===== config.mk =====
export PLATFORM = sky130hd
export DESIGN_NAME = vram_arbiter
export DESIGN_NICKNAME = d
export VERILOG_FILES = /design/src/rtl/vram_arbiter.sv
export SDC_FILE = /design/constraint.sdc
export NUM_CORES = 1
export LEC_CHECK = 0
export BUFFER_PORTS_ARGS = -buffer_cell sky130_fd_sc_hd__buf_2
export CAP_MARGIN = 20
export CORE_MARGIN = 3
export CORE_UTILIZATION = 38
export CTS_CLUSTER_DIAMETER = 120
export DETAILED_ROUTE_END_ITERATION = 6
export PLACE_DENSITY = 0.79
export SLEW_MARGIN = 20
export SYNTH_ARGS = -nofsm -noshare
export SYNTH_HDL_FRONTEND = slang
export SYNTH_SLANG_ARGS = --single-unit

===== constraint.sdc =====
create_clock -name clk -period 2.9 [get_ports clk]
set_input_delay 0.145 -clock clk [delete_from_list [all_inputs] [get_ports clk]]
set_output_delay 0.145 -clock clk [all_outputs]
set_load 0.02 [all_outputs]

===== src/rtl/vram_arbiter.sv =====
// ---------------------------------------------------------------------------
// vram_arbiter
//
// Purpose:
//   Shares the single-port 32 KB VRAM (ram32k) between the V9958 core and an
//   auxiliary requester (host block copy/fill or debug port). The VDP always
//   wins inside its access window; the aux port gets every other cycle.
//   Read data returning from the RAM is steered back to whichever side issued
//   the read one cycle earlier. The VDP read data is held locally, so aux
//   reads never disturb what the VDP sees on vdp_dbi.
//
// Ports:
//   clk          system clock shared by VDP and VRAM
//   reset        synchronous, active-high
//   vdp_slot     VDP access window (VideoDLClk)
//   vdp_we_n     VDP write strobe, active low
//   vdp_oe_n     VDP read strobe, active low
//   vdp_adr      VDP address
//   vdp_dbo      VDP write data
//   vdp_dbi      VDP read data, held until the next VDP read returns
//   aux_req      aux request, held by the requester until aux_ack
//   aux_wr       1 = write, 0 = read (qualified by aux_req)
//   aux_adr      aux address
//   aux_dbo      aux write data
//   aux_ack      combinational; aux access issued to the RAM this cycle
//   aux_rdata    aux read data, registered
//   aux_rvalid   one-cycle pulse marking aux_rdata valid
//   ram_we       write enable to ram32k
//   ram_addr     address to ram32k
//   ram_din      write data to ram32k
//   ram_dout     read data from ram32k (one-cycle read latency)
//   stat_blocked saturating count of cycles in which aux_req was refused
// ---------------------------------------------------------------------------
module vram_arbiter #(
  parameter int ADDR_W = 15,
  parameter int DATA_W = 8,
  parameter int STAT_W = 16
) (
  input  logic              clk,
  input  logic              reset,
  input  logic              vdp_slot,
  input  logic              vdp_we_n,
  input  logic              vdp_oe_n,
  input  logic [ADDR_W-1:0] vdp_adr,
  input  logic [DATA_W-1:0] vdp_dbo,
  output logic [DATA_W-1:0] vdp_dbi,
  input  logic              aux_req,
  input  logic              aux_wr,
  input  logic [ADDR_W-1:0] aux_adr,
  input  logic [DATA_W-1:0] aux_dbo,
  output logic              aux_ack,
  output logic [DATA_W-1:0] aux_rdata,
  output logic              aux_rvalid,
  output logic              ram_we,
  output logic [ADDR_W-1:0] ram_addr,
  output logic [DATA_W-1:0] ram_din,
  input  logic [DATA_W-1:0] ram_dout,
  output logic [STAT_W-1:0] stat_blocked
);

  // Who issued the read whose data appears on ram_dout in the next cycle.
  typedef enum logic [1:0] {
    RD_NONE = 2'd0,
    RD_VDP  = 2'd1,
    RD_AUX  = 2'd2
  } rd_owner_t;

  rd_owner_t         rd_owner;
  rd_owner_t         rd_owner_nxt;
  logic [DATA_W-1:0] vdp_hold;
  logic [DATA_W-1:0] vdp_hold_nxt;
  logic [DATA_W-1:0] aux_rdata_nxt;
  logic              aux_rvalid_nxt;
  logic [STAT_W-1:0] stat_nxt;

  logic              vdp_acc;
  logic              aux_grant;

  // A VDP access needs exactly one strobe low inside the slot. Both strobes
  // low is a malformed cycle and is treated as if the VDP were idle, which
  // hands the cycle to the aux port.
  always_comb begin
    vdp_acc   = vdp_slot & (vdp_we_n ^ vdp_oe_n);
    aux_grant = ~vdp_acc & aux_req & ~reset;
  end

  // RAM-side mux. The VDP address is parked on the bus when nobody owns the
  // RAM so the idle bus looks like a VDP read with no strobe. Write enable is
  // masked by reset so a stray request can never corrupt VRAM while the
  // system is held.
  always_comb begin
    aux_ack  = aux_grant;
    ram_addr = vdp_adr;
    ram_din  = vdp_dbo;
    ram_we   = 1'b0;
    if (vdp_acc) begin
      ram_addr = vdp_adr;
      ram_din  = vdp_dbo;
      ram_we   = ~vdp_we_n & ~reset;
    end else if (aux_grant) begin
      ram_addr = aux_adr;
      ram_din  = aux_dbo;
      ram_we   = aux_wr;
    end
  end

  // VDP read data: passed straight through in the cycle its read returns,
  // otherwise the last returned VDP byte, so the core sees stable data no
  // matter how many aux reads are squeezed in between.
  always_comb begin
    vdp_dbi = (rd_owner == RD_VDP) ? ram_dout : vdp_hold;
  end

  // Next-state logic for the read-return tracker, the data holding
  // registers and the blocked-cycle statistic. Writes record RD_NONE so a
  // write never steers a stale ram_dout anywhere. The statistic stops at
  // all-ones rather than wrapping so a long stall is never reported as short.
  always_comb begin
    rd_owner_nxt   = RD_NONE;
    vdp_hold_nxt   = vdp_hold;
    aux_rdata_nxt  = aux_rdata;
    aux_rvalid_nxt = 1'b0;
    stat_nxt       = stat_blocked;

    if (vdp_acc && !vdp_oe_n) begin
      rd_owner_nxt = RD_VDP;
    end else if (aux_grant && !aux_wr) begin
      rd_owner_nxt = RD_AUX;
    end

    if (rd_owner == RD_VDP) begin
      vdp_hold_nxt = ram_dout;
    end

    if (rd_owner == RD_AUX) begin
      aux_rdata_nxt  = ram_dout;
      aux_rvalid_nxt = 1'b1;
    end

    if (aux_req && !aux_ack && (stat_blocked != {STAT_W{1'b1}})) begin
      stat_nxt = stat_blocked + STAT_W'(1);
    end
  end

  // State registers. Reset clears the read tracker too, so a read that was
  // in flight when reset arrived never produces an aux_rvalid afterwards.
  always_ff @(posedge clk) begin
    if (reset) begin
      rd_owner     <= RD_NONE;
      vdp_hold     <= '0;
      aux_rdata    <= '0;
      aux_rvalid   <= 1'b0;
      stat_blocked <= '0;
    end else begin
      rd_owner     <= rd_owner_nxt;
      vdp_hold     <= vdp_hold_nxt;
      aux_rdata    <= aux_rdata_nxt;
      aux_rvalid   <= aux_rvalid_nxt;
      stat_blocked <= stat_nxt;
    end
  end

endmodule


==> results.yml, run 1 <==
timing:
  tightest_slew_ns: 0.6189
  skew_ns: 0.006725
  tns_ns: 0
  rsz0062_at_grt: "no"
  min_period_ns: 1.999
  relSlewSlack: 0.5836
  finalHoldViolCount: 0
  finalCritPeriodShare: 0.6892
  setup_viol: 0
  final_max_slew_viol_count: 0
  fmax_ghz: 0.5003
  worst_slack_ns: 0.9013
yosys:
  synth_top_area_frac: 0.3797
  yosysMostFrequentCell: "dfxtp_1"
  synthCells: 200
  synth_top_family_by_area: "simple AND/OR/NAND/NOR gates"
  synth_mux_area_frac: 0.2054
  synth_xor_area_frac: 0.05627
  synth_fp_nets: 262
  synthAdderAreaFrac: 0.006780
  ys_top_cells_by_count: "dfxtp_1, mux2_2, nand2_1, nor2_1, nand3_1"
  netlist_area_um2: 1846
  ys_warn_count: 0
  synthArstFlopShare: 0
  syn_area_per_cell_um2: 9.228
  synth_seq_cells: 35
  synth-edff-count: 0
  ys.flop_type: "dfxtp_1"
  synth_simple_gate_area_frac: 0.2224
  ys_seq_area_frac: 0.3797
  synth.area.top_cells: "dfxtp_1, mux2_2, xnor2_1, nand2_1, nor2_1"
  synth_compound_area_frac: 0.09288
  yosysTopAreaCell: "dfxtp_1"
  synth_cell_types: 37
setup_path:
  crit_type: "reg -> reg"
  worstPathMaxFanout: 10
  worstPathArrival_ns: 2.23
  critPathLaunchType: "register"
  reg2reg_to: "stat_blocked[8]$_SDFFE_PP0P_"
  reg2regPathDepth: 6
  regToRegSetupSlack_ns: 0.90
  endpoint_kind: "register"
  crit_path_end: "stat_blocked[8]$_SDFFE_PP0P_"
  startpoint: "stat_blocked[0]$_SDFFE_PP0P_"
  reg2reg_from: "stat_blocked[0]$_SDFFE_PP0P_"
  required_ns: 3.13
floorplanning:
  core-area_um2: 4534
  die_w_um: 75.69
  rows: 24
  start_util: 0.4070
  die_area_um2: 5729
  die_h_um: 75.69
  ios: 119
clock_tree:
  h-tree-depth: 2
  path_clk_slew_ns: 0.07
  cts_buffers: 5
  clockRootBuffer: "clkbuf_8"
  cts_tree: "done"
  worstSkewPairLatency_ns: 0.29
  ctsLongestPathBuffers: 2
  postCtsSetupRepairBufs: 0
  holdBufCountCts: 0
  cts_sinks: 35
  cts_resized: 0
flow_run:
  drv_cap: 0
global_route:
  grt_overflow: 0
  grt_pass1_vias: 1766
  antenna_found_initial: 2
  grt_pass1_wl_mm: 8.252
  track_usage: 0.1920
  grt_max_degree: 26
drt:
  drc: 0
  routed_wl_mm: 5.181
  num_vias: 1877
  first_pass_iters: 4
  drtIter0Drc: 104
  vias_per_cell: 4.863
  wl_per_cell_um: 13.42
  ant_nets: 0
power:
  powerDensity_nw_per_um2: 449.2
  p_leak_nw: 1.202
  vdd_drop_max_uv: 182.5
status:
  status: "finished, final reports clean"
final_layout:
  drive_gt1_frac: 0.5204
  fill_cells: 426
  syn2layout_area_growth_pct: 41.42
  nNetsFinal: 380
hold_path:
  hold_class: "in -> reg"
placed_design:
  post-place-ws_ns: 0.9552
  place_congestion: 0.9295
  dpl.hpwl_mm: 4.080
  port_buffers: 118
## where the power goes
| part | internal [mW] | total, mW | leakage, nW | switching (mW) |
|---|---|---|---|---|
| Clock | 0.278 | 0.451 | 0.0612 | 0.173 |
| Combinational | 0.100 | 0.224 | 0.858 | 0.124 |
| Sequential | 0.491 | 0.497 | 0.283 | 0.00642 |
## cell usage in the layout (no fill, tap or decap), types with 2 or more instances in the layout
cell type / n
or3_1: 2
mux2_2: 31
inv_1: 4
buf_2: 118
nand3_1: 12
nor2b_1: 10
nor4_1: 3
and3_1: 3
nand2b_1: 4
nand4_1: 2
mux2i_1: 3
clkbuf_8: 6
a21oi_1: 11
xnor2_1: 9
nand2_1: 20
buf_4: 2
diode_2: 2
nor2_1: 20
dfxtp_1: 35
a211oi_1: 5
## cell type report
class | instances | area [um^2] | area share
Clock inverter | 2 | 35.03 | 0.01342
Clock buffer | 6 | 82.58 | 0.03164
Inverter | 4 | 15.01 | 0.005753
Sequential cell | 35 | 700.7 | 0.2685
Multi-Input combinational cell | 152 | 1085 | 0.4156
Timing Repair Buffer | 120 | 605.6 | 0.2320
Tap cell | 65 | 81.33 | 0.03116
Antenna cell | 2 | 5.005 | 0.001918
## logic make-up after synthesis
family	Yosys count
DFF	35
buffers and inverters	13
xor gates and xnor gates	11
muxes	34
and+or+nand+nor	82
AOI/OAI and AO/OA	24
adders and majority gates	1
## routing by layer
| metal | part of all wire | vias up | GRT usage |
|---|---|---|---|
| met3 | 0.081 | 8 | 0.05673 |
| li1 | - | 940 | - |
| met4 | 0.016 | 0 | 0.09709 |
| met2 | 0.50 | 86 | 0.3279 |
| met1 | 0.40 | 843 | 0.2165 |
| met5 | 0 | - | 0 |
## worst min-delay path by stage
stage                     slack [ns]  startpoint  depth (start not counted)                     end
after floorplan                 0.22      aux_wr                          1  rd_owner[1]$_SDFF_PP0_
after global placement          0.34      aux_wr                          2  rd_owner[1]$_SDFF_PP0_
after detailed placement        0.35      aux_wr                          2  rd_owner[1]$_SDFF_PP0_
after CTS                       0.04      aux_wr                          2  rd_owner[1]$_SDFF_PP0_
after global routing            0.06      aux_wr                          2  rd_owner[1]$_SDFF_PP0_
final                           0.05      aux_wr                          2  rd_owner[1]$_SDFF_PP0_
## registers in the layout, summed over array words and instances, names as in the netlist
name	flops
stat_blocked	16
aux_rdata	8
vdp_hold	8
rd_owner	2
aux_rvalid	1
## critical path: stages, from the launching register on
cell and delay, ns:
dfxtp_1 0.39, ha_1 0.27, nand3_1 0.13, nor3_2 0.48, a21oi_1 0.27, a211o_1 0.34
nand2_1 0.06
## through the flow
stage / std cells / util / hold WS [ns] / area [um^2] / total power [mW]
4_1_cts: 384 / 0.5745 / 0.04178 / 2605 / 1.186
2_1_floorplan: 200 / - / 0.2166 / 1846 / 0.6426
6_report: 386 / 0.5756 / 0.04903 / 2610 / 1.173
3_5_place_dp: 376 / 0.5486 / 0.3470 / 2487 / 0.7338
5_1_grt: 386 / 0.5756 / 0.05660 / 2610 / 1.221
3_3_place_gp: 376 / 0.5486 / 0.3433 / 2487 / 0.7299
No activity file was read; power rests on OpenSTA's default activity.
==> run 2: changes to the inputs <==
Settings changed: ABC_AREA set to 1, PLACE_DENSITY 0.79 to 0.77.
Clock period 2.9 ns to 2.05 ns, I/O delays scaled along.
==> run 2 against run 1 <==
Net effect:
- clock-buffer cell count unchanged
- synthesized cell count up 64%
- power up 35%
- largest cell class unchanged
- setup slack worse by 0.53 ns
- final area up 7.7%
- sequential cell count unchanged
- clock skew down 0.0012 ns
- sequential power up 43%
- maximum frequency up 19%
==> results.yml, run 2 <==
setup_path:
  reg2reg_to: "stat_blocked[0]$_SDFFE_PP0P_"
  max_stage_delay_ns: 0.44
  critPathLaunchType: "register"
  cp_common_cell: "nor2_8"
  worst-path-buf-inv: 1
  required_ns: 2.27
  reg2regPathDepth: 9
  endpoint_kind: "register"
  worstPathArrival_ns: 1.89
  crit_chain: "ha_1, nand2_2, nor2_4, nand2_4, nor2_8, nor2_8, inv_2, nand2_1, a21oi_2"
  crit_type: "reg -> reg"
  reg2reg_from: "stat_blocked[0]$_SDFFE_PP0P_"
  regToRegSetupSlack_ns: 0.37
  critical_path.top_delay_family: "simple AND/OR/NAND/NOR gates"
  cpMaxStageDelayCell: "dfxtp_1"
  worstPathMaxFanout: 19
timing:
  rsz0062_at_grt: "no"
  hold_slack_ns: 0.05014
  finalCritPeriodShare: 0.8172
  fmax_ghz: 0.5969
  final_max_slew_viol_count: 0
  tightest_slew_ns: 0.4461
  skew_ns: 0.005573
  finalHoldViolCount: 0
  setup_viol: 0
  min_period_ns: 1.675
  tns_ns: 0
  relSlewSlack: 0.7019
clock_tree:
  cts_buffers: 5
  clockRootBuffer: "clkbuf_8"
  h-tree-depth: 2
  holdBufCountCts: 1
  worstSkewPairLatency_ns: 0.29
  cts_sinks: 35
  cts_resized: 0
  path_clk_slew_ns: 0.07
  ctsLongestPathBuffers: 2
  postCtsSetupRepairBufs: 0
  cts_tree: "done"
yosys:
  synth.area.top_cells: "dfxtp_1, nand2_1, nor2_1, o21ai_0, inv_1"
  synth_top_area_frac: 0.3423
  netlist_area_um2: 2047
  synth-edff-count: 0
  synth_seq_cells: 35
  yosysMostFrequentCell: "nand2_1"
  synth_fp_nets: 390
  ys.flop_type: "dfxtp_1"
  synth_cell_types: 26
  ys_seq_area_frac: 0.3423
  syn_area_per_cell_um2: 6.241
  ys_warn_count: 0
  ys_top_cells_by_count: "nand2_1, nor2_1, dfxtp_1"
  yosysTopAreaCell: "dfxtp_1"
  synthCells: 328
  synthArstFlopShare: 0
drt:
  drc: 0
  wl_per_cell_um: 10.74
  ant_nets: 0
  num_vias: 2394
  vias_per_cell: 4.613
  drtIter0Drc: 67
  first_pass_iters: 4
  routed_wl_mm: 5.575
power:
  p_leak_nw: 1.564
  vdd_drop_max_uv: 285.6
  powerDensity_nw_per_um2: 564.8
placed_design:
  dpl.hpwl_mm: 4.510
  placed_cell_area_um2: 2693
  port_buffers: 118
  place_congestion: 0.8824
final_layout:
  top_register: "stat_blocked"
  largest_reg_flops: 16
  multiInputGateArea_um2: 1171
  antenna_cells: 0
  seq_area_um2: 700.7
  fill_cells: 515
  final_cell_area_um2: 2811
  layout_commonest_cell: "nand2_1"
  final_util: 0.5435
  largestRegisters: "stat_blocked x16, aux_rdata x8, vdp_hold x8"
  nNetsFinal: 510
  drive_gt1_frac: 0.3497
  syn2layout_area_growth_pct: 37.35
  final_cell_mix: "nand2_1, buf_2, nor2_1, dfxtp_1, inv_1"
global_route:
  grt_pass1_wl_mm: 9.252
  grt_overflow: 0
  track_usage: 0.1796
  grt_max_degree: 27
  grt_pass1_vias: 2253
  antenna_found_initial: 0
flow_run:
  drv_cap: 0
floorplanning:
  die_h_um: 79.40
  start_util: 0.3957
  die_w_um: 79.40
  rows: 26
  die_area_um2: 6304
  core-area_um2: 5172
  ios: 119
hold_path:
  hold_class: "in -> reg"
  hold_depth: 3
  hold_path_startpoint: "ram_dout[7]"
  hold_end: "aux_rdata[7]$_SDFFE_PP0P_"
status:
  status: "finished, final reports clean"
-- run 2: metal layers --
metal	up-vias	part of all wire	global-route usage
met4	0	0.025	0.07904
met2	89	0.49	0.3300
met1	1040	0.41	0.1892
met3	14	0.080	0.05079
li1	1251	-	-
met5	-	0	0
-- run 2: where the power goes --
group          internal [mW]  switching, mW
Combinational          0.131          0.223
Clock                  0.274          0.247
Sequential             0.700         0.0131
-- run 2: worst min-delay path, cell delays in order --
cell	delay (ns)
buf_2	0.08
nor2_1	0.04
nor2_1	0.08
-- run 2: how the worst max path moves through the flow --
stage | startpoint | end | cells past startpoint
after floorplan | stat_blocked[0]$_SDFFE_PP0P_ | stat_blocked[13]$_SDFFE_PP0P_ | 9
after global placement | stat_blocked[0]$_SDFFE_PP0P_ | stat_blocked[1]$_SDFFE_PP0P_ | 9
after detailed placement | stat_blocked[0]$_SDFFE_PP0P_ | stat_blocked[0]$_SDFFE_PP0P_ | 9
after CTS | stat_blocked[0]$_SDFFE_PP0P_ | stat_blocked[0]$_SDFFE_PP0P_ | 9
after global routing | stat_blocked[0]$_SDFFE_PP0P_ | stat_blocked[4]$_SDFFE_PP0P_ | 9
final | stat_blocked[0]$_SDFFE_PP0P_ | stat_blocked[0]$_SDFFE_PP0P_ | 9
-- run 2: kinds of logic (layout without fill, tap and decap cells) --
| group | count (synthesis) | in the layout | share of synthesized area |
|---|---|---|---|
| simple gates | 207 | 207 | 0.4364 |
| buf+inv | 43 | 164 | 0.08557 |
| compound gates | 38 | 38 | 0.1125 |
| flops | 35 | 35 | 0.3423 |
| xor+xnor | 4 | 4 | 0.01712 |
| fa+ha+maj | 1 | 1 | 0.006111 |
-- run 2: per-stage QoR --
step	power [mW]	setup WS, ns	std cells
6_report	1.588	0.3748	519
5_1_grt	1.674	0.2700	519
4_1_cts	1.604	0.3594	518
3_3_place_gp	1.078	0.4808	509
2_1_floorplan	0.9398	0.3856	328
3_5_place_dp	1.083	0.3737	509
-- run 2: final cells by class --
cell class | count | share of cell area
multi-input combinational | 250 | 0.4166
sequential | 35 | 0.2492
timing repair buffer | 122 | 0.2225
inverter | 34 | 0.04539
tap | 70 | 0.03115
clock buffer | 6 | 0.02937
clock inverter | 2 | 0.005785
==> run 3: changes to the inputs <==
Clock period 2.05 ns to 1.7 ns, I/O delays scaled along.
==> run 3 against run 2 <==
Net effect:
- sequential power increased by 20%
- sequential cell count is the same
- non-clock buffer count up 6
- maximum frequency is 8.0% higher
- critical path type unchanged
- critical endpoint is now stat_blocked[1]$_SDFFE_PP0P_
- largest cell class unchanged
- largest power group unchanged
- highest routed layer unchanged
==> results.yml, run 3 (same netlist as run 2, synthesis figures left out) <==
clock_tree:
  cts_sinks: 35
  clockRootBuffer: "clkbuf_8"
  path_clk_slew_ns: 0.08
  postCtsSetupRepairBufs: 0
  cts_buffers: 5
  h-tree-depth: 2
  cts_tree: "done"
  worstSkewPairLatency_ns: 0.30
  ctsLongestPathBuffers: 2
final_layout:
  top_register: "stat_blocked"
  syn2layout_area_growth_pct: 40.95
  layout_commonest_cell: "nand2_1"
  drive_gt1_frac: 0.3648
  fill_cells: 507
  final_cell_mix: "nand2_1, buf_2, nor2_1, dfxtp_1, inv_1"
  antenna_cells: 0
  largestRegisters: "stat_blocked x16, aux_rdata x8, vdp_hold x8"
  nNetsFinal: 516
  largest_reg_flops: 16
  stdcell_count: 525
hold_path:
  hold_class: "in -> reg"
floorplanning:
  die_h_um: 79.40
  rows: 26
  die_w_um: 79.40
  start_util: 0.3957
  core-area_um2: 5172
  ios: 119
  die_area_um2: 6304
power:
  p_leak_nw: 1.605
  vdd_drop_max_uv: 404.3
  powerDensity_nw_per_um2: 719.3
timing:
  skew_ns: 0.008221
  tightest_slew_ns: 0.3754
  relSlewSlack: 0.7495
  final_max_slew_viol_count: 0
  worst_slack_ns: 0.1488
  finalHoldViolCount: 0
  rsz0062_at_grt: "no"
  hold_slack_ns: 0.01927
  setup_viol: 0
  fmax_ghz: 0.6447
  finalCritPeriodShare: 0.9125
  tns_ns: 0
  min_period_ns: 1.551
setup_path:
  cpMaxStageDelayCell: "dfxtp_2"
  worstPathArrival_ns: 1.74
  endpoint_kind: "register"
  worstPathMaxFanout: 19
  crit_chain: "ha_2, nand2_2, nor2_4, nand2_4, nor2_8, nor2_8, inv_2, nor2_1, nor2_1"
  crit_type: "reg -> reg"
  required_ns: 1.89
  max_stage_delay_ns: 0.34
  critPathLaunchType: "register"
placed_design:
  dpl.hpwl_mm: 4.568
  place_congestion: 0.8832
  port_buffers: 118
  post-place-ws_ns: 0.1392
  dp.cells: 515
global_route:
  antenna_found_initial: 0
  grt_pass1_wl_mm: 9.846
  grt_pass1_vias: 2363
  track_usage: 0.1917
  grt_overflow: 0
  grt_max_degree: 26
drt:
  vias_per_cell: 4.598
  drtIter0Drc: 49
  num_vias: 2414
  wl_per_cell_um: 10.99
  routed_wl_mm: 5.769
  first_pass_iters: 4
  drc: 0
  ant_nets: 0
status:
  status: "finished, final reports clean"
flow_run:
  drv_cap: 0
## run 3: worst max-delay path: cells and delay by family, from the launching register on
kind	cells	cell delay, ns
flops	1	0.34
buf+inv	1	0.14
fa+ha+maj	1	0.19
simple gates	7	0.76
## run 3: area by class of cell
class / instances / area [um^2] / share of cell area
Clock buffer: 5 / 68.82 / 0.02385
Timing Repair Buffer: 128 / 670.6 / 0.2324
Multi-Input combinational cell: 250 / 1181 / 0.4094
Inverter: 34 / 127.6 / 0.04423
Sequential cell: 35 / 701.9 / 0.2433
Clock inverter: 3 / 47.55 / 0.01648
Tap cell: 70 / 87.58 / 0.03036
## run 3: worst paths after layout
kind / from / end / slack [ns] / cells past startpoint
min reg2reg: aux_rdata[0]$_SDFFE_PP0P_ / aux_rdata[0]$_SDFFE_PP0P_ / 0.52 / 2
min: ram_dout[0] / aux_rdata[0]$_SDFFE_PP0P_ / 0.02 / 3
max reg2reg: stat_blocked[1]$_SDFFE_PP0P_ / stat_blocked[1]$_SDFFE_PP0P_ / 0.15 / 9
max: stat_blocked[1]$_SDFFE_PP0P_ / stat_blocked[1]$_SDFFE_PP0P_ / 0.15 / 9
## run 3: stage by stage
stage | util | cell area [um^2] | power (mW)
final | 0.5578 | 2885 | 2.075
after global routing | 0.5578 | 2885 | 2.176
after CTS | 0.5556 | 2874 | 2.090
after detailed placement | 0.5293 | 2738 | 1.310
after global placement | 0.5293 | 2738 | 1.305
after floorplan | - | 2047 | 1.133
## run 3: routing by layer
| metal | part of all wire | vias up | GRT usage |
|---|---|---|---|
| li1 | - | 1263 | - |
| met1 | 0.41 | 1048 | 0.2133 |
| met2 | 0.50 | 93 | 0.3552 |
| met3 | 0.070 | 10 | 0.03837 |
| met4 | 0.017 | 0 | 0.07388 |
| met5 | 0 | - | 0 |
## run 3: what timing repair did
| item | in CTS | in global routing |
|---|---|---|
| endpoints found under the hold margin | 2 | 0 |
| hold buffers | 2 | 0 |
| endpoints found under the setup margin | 0 | 12 |
| gates resized for setup | 0 | 6 |
## run 3: power by group
group	leakage, nW	switching [mW]	internal, mW	total (mW)
clock network	0.0587	0.336	0.444	0.780
logic	1.26	0.274	0.162	0.437
registers	0.284	0.0137	0.844	0.858
